==> src/rtl/fp_div_issue.sv <==
// fp_div_issue: issue/response wrapper around an iterative FP divider.
// Accepts one request at a time, pulses the divider start, waits for done
// (or gives up after TIMEOUT_CYCLES), then holds the response until taken.

package fp_div_issue_pkg;

   typedef enum logic [1:0] {
      FP16 = 2'd0,
      FP32 = 2'd1,
      FP64 = 2'd2,
      BF16 = 2'd3
   } fp_format_e;

   typedef enum logic [2:0] {
      RNE = 3'd0,
      RTZ = 3'd1,
      RDN = 3'd2,
      RUP = 3'd3,
      RMM = 3'd4
   } roundmode_e;

   // IEEE exception flags: invalid, divide-by-zero, overflow, underflow, inexact
   typedef struct packed {
      logic nv;
      logic dz;
      logic of;
      logic uf;
      logic nx;
   } status_t;

   function automatic int fp_width(fp_format_e fmt);
      case (fmt)
         FP16:    return 16;
         FP32:    return 32;
         FP64:    return 64;
         BF16:    return 16;
         default: return 32;
      endcase
   endfunction

   function automatic int fp_exp_width(fp_format_e fmt);
      case (fmt)
         FP16:    return 5;
         FP32:    return 8;
         FP64:    return 11;
         BF16:    return 8;
         default: return 8;
      endcase
   endfunction

endpackage

// Handshakes: req_* transfers on a cycle where req_valid_i && req_ready_o;
// rsp_* transfers on a cycle where rsp_valid_o && rsp_ready_i. A valid, once
// raised, holds its payload stable until the transfer cycle.
module fp_div_issue
   import fp_div_issue_pkg::*;
#(
   parameter fp_format_e FP_FORMAT      = FP32,
   parameter int         TAG_W          = 4,
   // Legal range 2..1023; the wait counter is 10 bits wide.
   parameter int         TIMEOUT_CYCLES = 64,
   localparam int        FP_WIDTH       = fp_width(FP_FORMAT)
) (
   input  logic                clk_i,
   input  logic                reset_i,

   input  logic                req_valid_i,
   output logic                req_ready_o,
   input  logic [FP_WIDTH-1:0] req_a_i,
   input  logic [FP_WIDTH-1:0] req_b_i,
   input  roundmode_e          req_rnd_i,
   input  logic [TAG_W-1:0]    req_tag_i,

   output logic [FP_WIDTH-1:0] div_a_o,
   output logic [FP_WIDTH-1:0] div_b_o,
   output roundmode_e          div_rnd_o,
   output logic                div_start_o,
   input  logic                div_done_i,
   input  logic [FP_WIDTH-1:0] div_result_i,
   input  status_t             div_flags_i,

   output logic                rsp_valid_o,
   input  logic                rsp_ready_i,
   output logic [FP_WIDTH-1:0] rsp_result_o,
   output status_t             rsp_flags_o,
   output logic [TAG_W-1:0]    rsp_tag_o,
   output logic                rsp_timeout_o,

   // Debug view of the control state (IDLE=0, START=1, WAIT=2, RESP=3)
   output logic [1:0]          dbg_state_o
);

   localparam int EXP_W = fp_exp_width(FP_FORMAT);
   localparam int MAN_W = FP_WIDTH - 1 - EXP_W;
   localparam int CNT_W = 10;

   // Canonical quiet NaN: positive sign, all-ones exponent, mantissa MSB set
   localparam logic [FP_WIDTH-1:0] QNAN = {1'b0, {EXP_W{1'b1}}, 1'b1, {(MAN_W-1){1'b0}}};
   localparam logic [CNT_W-1:0]    TIMEOUT_LAST = CNT_W'(TIMEOUT_CYCLES - 1);

   typedef enum logic [1:0] {
      S_IDLE  = 2'd0,
      S_START = 2'd1,
      S_WAIT  = 2'd2,
      S_RESP  = 2'd3
   } state_e;

   state_e              state_q, state_d;
   logic                ready_q, ready_d;
   logic                start_q, start_d;
   logic                valid_q, valid_d;
   logic                timeout_q, timeout_d;
   logic [FP_WIDTH-1:0] a_q, a_d;
   logic [FP_WIDTH-1:0] b_q, b_d;
   roundmode_e          rnd_q, rnd_d;
   logic [TAG_W-1:0]    tag_q, tag_d;
   logic [FP_WIDTH-1:0] result_q, result_d;
   status_t             flags_q, flags_d;
   logic [CNT_W-1:0]    cnt_q, cnt_d;

   // Next-state and next-payload logic; all outputs are registered from these
   always_comb begin
      state_d   = state_q;
      a_d       = a_q;
      b_d       = b_q;
      rnd_d     = rnd_q;
      tag_d     = tag_q;
      result_d  = result_q;
      flags_d   = flags_q;
      timeout_d = timeout_q;
      cnt_d     = cnt_q;

      case (state_q)
         S_IDLE: begin
            // ready_q is only high in IDLE, so this is the accept condition
            if (req_valid_i && ready_q) begin
               a_d     = req_a_i;
               b_d     = req_b_i;
               rnd_d   = req_rnd_i;
               tag_d   = req_tag_i;
               state_d = S_START;
            end
         end
         S_START: begin
            // A done seen here belongs to nobody and is ignored
            cnt_d   = '0;
            state_d = S_WAIT;
         end
         S_WAIT: begin
            if (div_done_i) begin
               // Done wins over a simultaneous timeout
               result_d  = div_result_i;
               flags_d   = div_flags_i;
               timeout_d = 1'b0;
               state_d   = S_RESP;
            end else if (cnt_q == TIMEOUT_LAST) begin
               result_d  = QNAN;
               flags_d   = '{nv: 1'b1, default: 1'b0};
               timeout_d = 1'b1;
               state_d   = S_RESP;
            end else begin
               cnt_d = cnt_q + 1'b1;
            end
         end
         S_RESP: begin
            if (rsp_ready_i) begin
               state_d = S_IDLE;
            end
         end
         default: begin
            state_d = S_IDLE;
         end
      endcase

      // Registered handshake/strobe outputs follow the upcoming state, so
      // ready rises the cycle after a response handshake, never during it
      ready_d = (state_d == S_IDLE);
      start_d = (state_d == S_START);
      valid_d = (state_d == S_RESP);
   end

   // State and datapath registers with asynchronous active-low clear
   always_ff @(posedge clk_i or negedge reset_i) begin
      if (!reset_i) begin
         state_q   <= S_IDLE;
         ready_q   <= 1'b0;
         start_q   <= 1'b0;
         valid_q   <= 1'b0;
         timeout_q <= 1'b0;
         a_q       <= '0;
         b_q       <= '0;
         rnd_q     <= RNE;
         tag_q     <= '0;
         result_q  <= '0;
         flags_q   <= '0;
         cnt_q     <= '0;
      end else begin
         state_q   <= state_d;
         ready_q   <= ready_d;
         start_q   <= start_d;
         valid_q   <= valid_d;
         timeout_q <= timeout_d;
         a_q       <= a_d;
         b_q       <= b_d;
         rnd_q     <= rnd_d;
         tag_q     <= tag_d;
         result_q  <= result_d;
         flags_q   <= flags_d;
         cnt_q     <= cnt_d;
      end
   end

   assign req_ready_o   = ready_q;
   assign div_a_o       = a_q;
   assign div_b_o       = b_q;
   assign div_rnd_o     = rnd_q;
   assign div_start_o   = start_q;
   assign rsp_valid_o   = valid_q;
   assign rsp_result_o  = result_q;
   assign rsp_flags_o   = flags_q;
   assign rsp_tag_o     = tag_q;
   assign rsp_timeout_o = timeout_q;
   assign dbg_state_o   = state_q;

endmodule
==> config.mk <==
export PLATFORM = sky130hd
export DESIGN_NAME = fp_div_issue
export DESIGN_NICKNAME = d
export VERILOG_FILES = /design/src/rtl/fp_div_issue.sv
export SDC_FILE = /design/constraint.sdc
export NUM_CORES = 1
export LEC_CHECK = 0
export ABC_AREA = 1
export CORE_MARGIN = 4
export CORE_UTILIZATION = 30
export DETAILED_ROUTE_END_ITERATION = 8
export DONT_BUFFER_PORTS = 1
export PLACE_DENSITY = 0.5
export SLEW_MARGIN = 20
export SYNTH_ARGS = -nofsm -noshare
export SYNTH_HDL_FRONTEND = slang
export SYNTH_SLANG_ARGS = --single-unit
==> constraint.sdc <==
create_clock -name clk_i -period 1.6 [get_ports clk_i]
set_input_delay 0.48 -clock clk_i [delete_from_list [all_inputs] [get_ports clk_i]]
set_output_delay 0.48 -clock clk_i [all_outputs]
set_load 0.01 [all_outputs]
==> impl_metrics.json <==
{
  "asyncSetResetFlopFracSynth_pct": 100.0,
  "gr-total-overflow": 0,
  "timing.critical_path.arrival_ns": 1.07,
  "max-cap-violations": 0,
  "n_diodes": 0,
  "detailroute.via_count": 3617,
  "routed_via_density": 4.521,
  "drc": 0,
  "rsz0062_at_grt": "yes",
  "routed_wirelength_um": 12690,
  "postSynthRegisterBits": 124,
  "maxUsedRoutingLayer": "met4",
  "worstMarginPinSlew_ns": 0.4315,
  "fraction_of_layout_instances_using_a_drive_strength_above_1_pct": 10.27,
  "relSlewSlack_pct": 71.23,
  "setup_skew_ns": 0.006605,
  "antenna_violations_before_repair": 0,
  "utilization_pct": 36.52,
  "max_stage_delay_ns": 0.37,
  "flow.area_growth_from_synthesis_pct": 19.21,
  "synth_mux_area_share_pct": 0,
  "average_instance_area_after_synthesis_sq_um": 8.767,
  "outcome": "complete, but fails checks",
  "global_route_wire_length_before_repair_um": 19330,
  "power_per_cell_area_nw_per_um2": 2097,
  "netlist_top_cells_area": "sky130_fd_sc_hd__dfrtp_1 (64%), sky130_fd_sc_hd__nand2_1 (25%), sky130_fd_sc_hd__nor2_1 (1.4%)",
  "dominant_combinational_cell_family_by_area_after_synthesis": "simple AND/OR/NAND/NOR gates",
  "ys_warn_count": 0,
  "mappedNetlistNets": 669,
  "path_cells": "buf_4 -> buf_4",
  "synth_edf_count": 0,
  "timing.critical_path.required_ns": 1.12,
  "p_leak_uw": 0.003060,
  "firstDrtPassIters": 7,
  "cp_max_fo": 3,
  "placement.setup.worst_slack_ns": 0.05946,
  "die_area_sq_um": 18320,
  "drt_first_iter_violations": 191,
  "post-route-cell-area_sq_um": 5801,
  "hold_ws_ns": -0.2304,
  "final_layout_net_count": 687,
  "multi_input_area_sq_um": 1618,
  "final.period_utilization_pct": 96.67,
  "crit_buf_inv": 2,
  "yosys.area_share.xor_xnor_pct": 0.7200,
  "vdd_drop_max_mv": 0.7381,
  "cts-buffers-inserted": 17,
  "hold_path.class": "in -> async",
  "fill_cells": 1668,
  "dp.final_hpwl_um": 8983,
  "timing.critical_path.mode_cell": "sky130_fd_sc_hd__buf_4",
  "netlist-cell-type-count": 24,
  "failed_checks": "negative hold slack",
  "route.antenna.remaining_nets": 0,
  "max_clock_freq_ghz": 0.6465,
  "netlist_instances": 555,
  "endpoint_kind": "primary output",
  "final-seq-area_sq_um": 3103,
  "synthFlopType": "sky130_fd_sc_hd__dfrtp_1",
  "grt_start_max_net_pins": 125,
  "endpoints_failing_hold": 124,
  "place.gp.congestion": 0.7840,
  "clk_pin_slew_worst_paths_ns": 0.05,
  "root_buffer": "sky130_fd_sc_hd__clkbuf_16",
  "cts_buffer_depth": 2,
  "critPathTopFamily": "flip-flops",
  "timing.final.max_slew_violations": 0,
  "ys_top_cells_by_count": "sky130_fd_sc_hd__nand2_1 (326), sky130_fd_sc_hd__dfrtp_1 (124), sky130_fd_sc_hd__nor2_1 (18), sky130_fd_sc_hd__inv_1 (13), sky130_fd_sc_hd__nand3_1 (11)",
  "fraction_of_post_synthesis_cell_area_in_the_top_cell_type_by_area_pct": 63.77,
  "post-route-min-period_ns": 1.547,
  "num_io_pins": 227,
  "clock_latency_ns": 0.41,
  "floorplan.die.height_um": 135.4,
  "critical_path_class": "reg -> out",
  "synth.cell_area_sq_um": 4866,
  "synth-adder-area-share_pct": 0.2571,
  "gr-usage-all-layers_pct": 13.51,
  "critPathSlowestCell": "sky130_fd_sc_hd__dfrtp_1",
  "crit_path_start_kind": "register",
  "clock_sinks": 124,
  "synth_sequential_area_ratio_pct": 63.77,
  "wl_per_cell_um": 15.86,
  "synth_compound_gate_area_share_pct": 2.211,
  "core.rowCount": 46,
  "final-setup-viol-count": 0,
  "detailroute.wirelength.met2_um": 6378,
  "chipWidth_um": 135.4,
  "synthMostInstantiatedCell": "sky130_fd_sc_hd__nand2_1",
  "place.port_buffers": 0,
  "route.met3.wl_um": 1036,
  "wl_met1_um": 4935,
  "first_global_vias": 3639,
  "timing.final.ws_setup_ns": 0.05333,
  "tritoncts": "built",
  "coreArea_sq_um": 15890,
  "placed_area_sq_um": 5192,
  "floorplan.initialDensity_pct": 30.63,
  "dominant_cell_type_by_area_after_synthesis": "sky130_fd_sc_hd__dfrtp_1",
  "synth-simple-area-share_pct": 29.75,
  "clock_tree.htree_level_count": 4
}
## cell families (layout without fill, tap and decap cells)
| family | count (synthesis) | in the layout |
|---|---|---|
| flip-flops | 124 | 124 |
| XOR/XNOR | 4 | 4 |
| buffers and inverters | 38 | 67 |
| AND/OR/NAND/NOR | 367 | 367 |
| adder cells (fa/ha/maj) | 1 | 1 |
| AO/OA/AOI/OAI | 21 | 21 |
## registers in the layout, indices dropped and copies added (netlist names)
signal         cells
div_b_o           32
div_start_o        1
rsp_valid_o        1
div_a_o           32
req_ready_o        1
rsp_tag_o          4
rsp_result_o      32
rsp_timeout_o      1
dbg_state_o        2
cnt_q             10
rsp_flags_o        5
div_rnd_o          3
## final cells by class
cell class	count	area share, %
Multi-Input combinational cell	393	27.89
Clock inverter	7	1.122
Clock buffer	23	8.412
Sequential cell	124	53.49
Inverter	17	1.100
Timing Repair Buffer	20	3.322
Tap cell	216	4.659
## routing by layer
layer | up-vias | track usage [%]
li1 | 1739 | -
met1 | 1728 | 15.27
met2 | 129 | 22.59
met3 | 21 | 4.941
met4 | 0 | 6.607
met5 | - | 0
## per-stage QoR
stage               hold WS (ns)  std cells  setup TNS, ns  total power [uW]
floorplan                 0.1844        555              0              7591
finish                   -0.2304        800              0             12160
detailed placement        0.1864        767              0              8612
CTS                      -0.2543        797              0             12260
global placement          0.1873        767              0              8476
global route             -0.2509        800      -0.007098             13010
## worst paths after layout
path | start | to | slack [ns] | depth (start not counted)
worst max-delay path | dbg_state_o[1]$_DFF_PN0_ | dbg_state_o[1] | 0.05 | 2
worst min-delay path | reset_i | div_a_o[19]$_DFFE_PN0P_ | -0.23 | 0
worst max register to register | dbg_state_o[0]$_DFF_PN0_ | div_a_o[6]$_DFFE_PN0P_ | 0.12 | 5
worst min register to register | div_a_o[1]$_DFFE_PN0P_ | div_a_o[1]$_DFFE_PN0P_ | 0.54 | 2
max in group asynchronous | reset_i | rsp_result_o[9]$_DFFE_PN0P_ | 1.67 | 0
min in group clk_i | div_done_i | rsp_timeout_o$_DFFE_PN0P_ | 0.17 | 1
## placed cells by master, fill, tap and decap left out, drive strengths merged, types with 5 or more instances in the layout
cell type | netlist | layout
nand2 | 329 | 329
dfrtp | 124 | 124
clkbuf | 10 | 24
nor2 | 20 | 20
buf | 11 | 19
o21ai | 17 | 17
inv | 15 | 15
nand3 | 11 | 11
clkinv | 2 | 6
nand4 | 5 | 5
## what timing repair did
action / 4_1_cts / 5_1_grt
buffers inserted: 0 / 2
gates resized for setup: 0 / 6
setup endpoints to repair: 0 / 69
hold endpoints to repair: 124 / 124
## power by group
group	total, uW	leakage (uW)	internal, uW	switching (uW)
clock network	3590	0.000271	2270	1320
logic	2400	0.00123	937	1460
registers	6180	0.00156	4490	1680
total	12200	0.00306	7700	4460
Power figures use the tool's default switching activity.
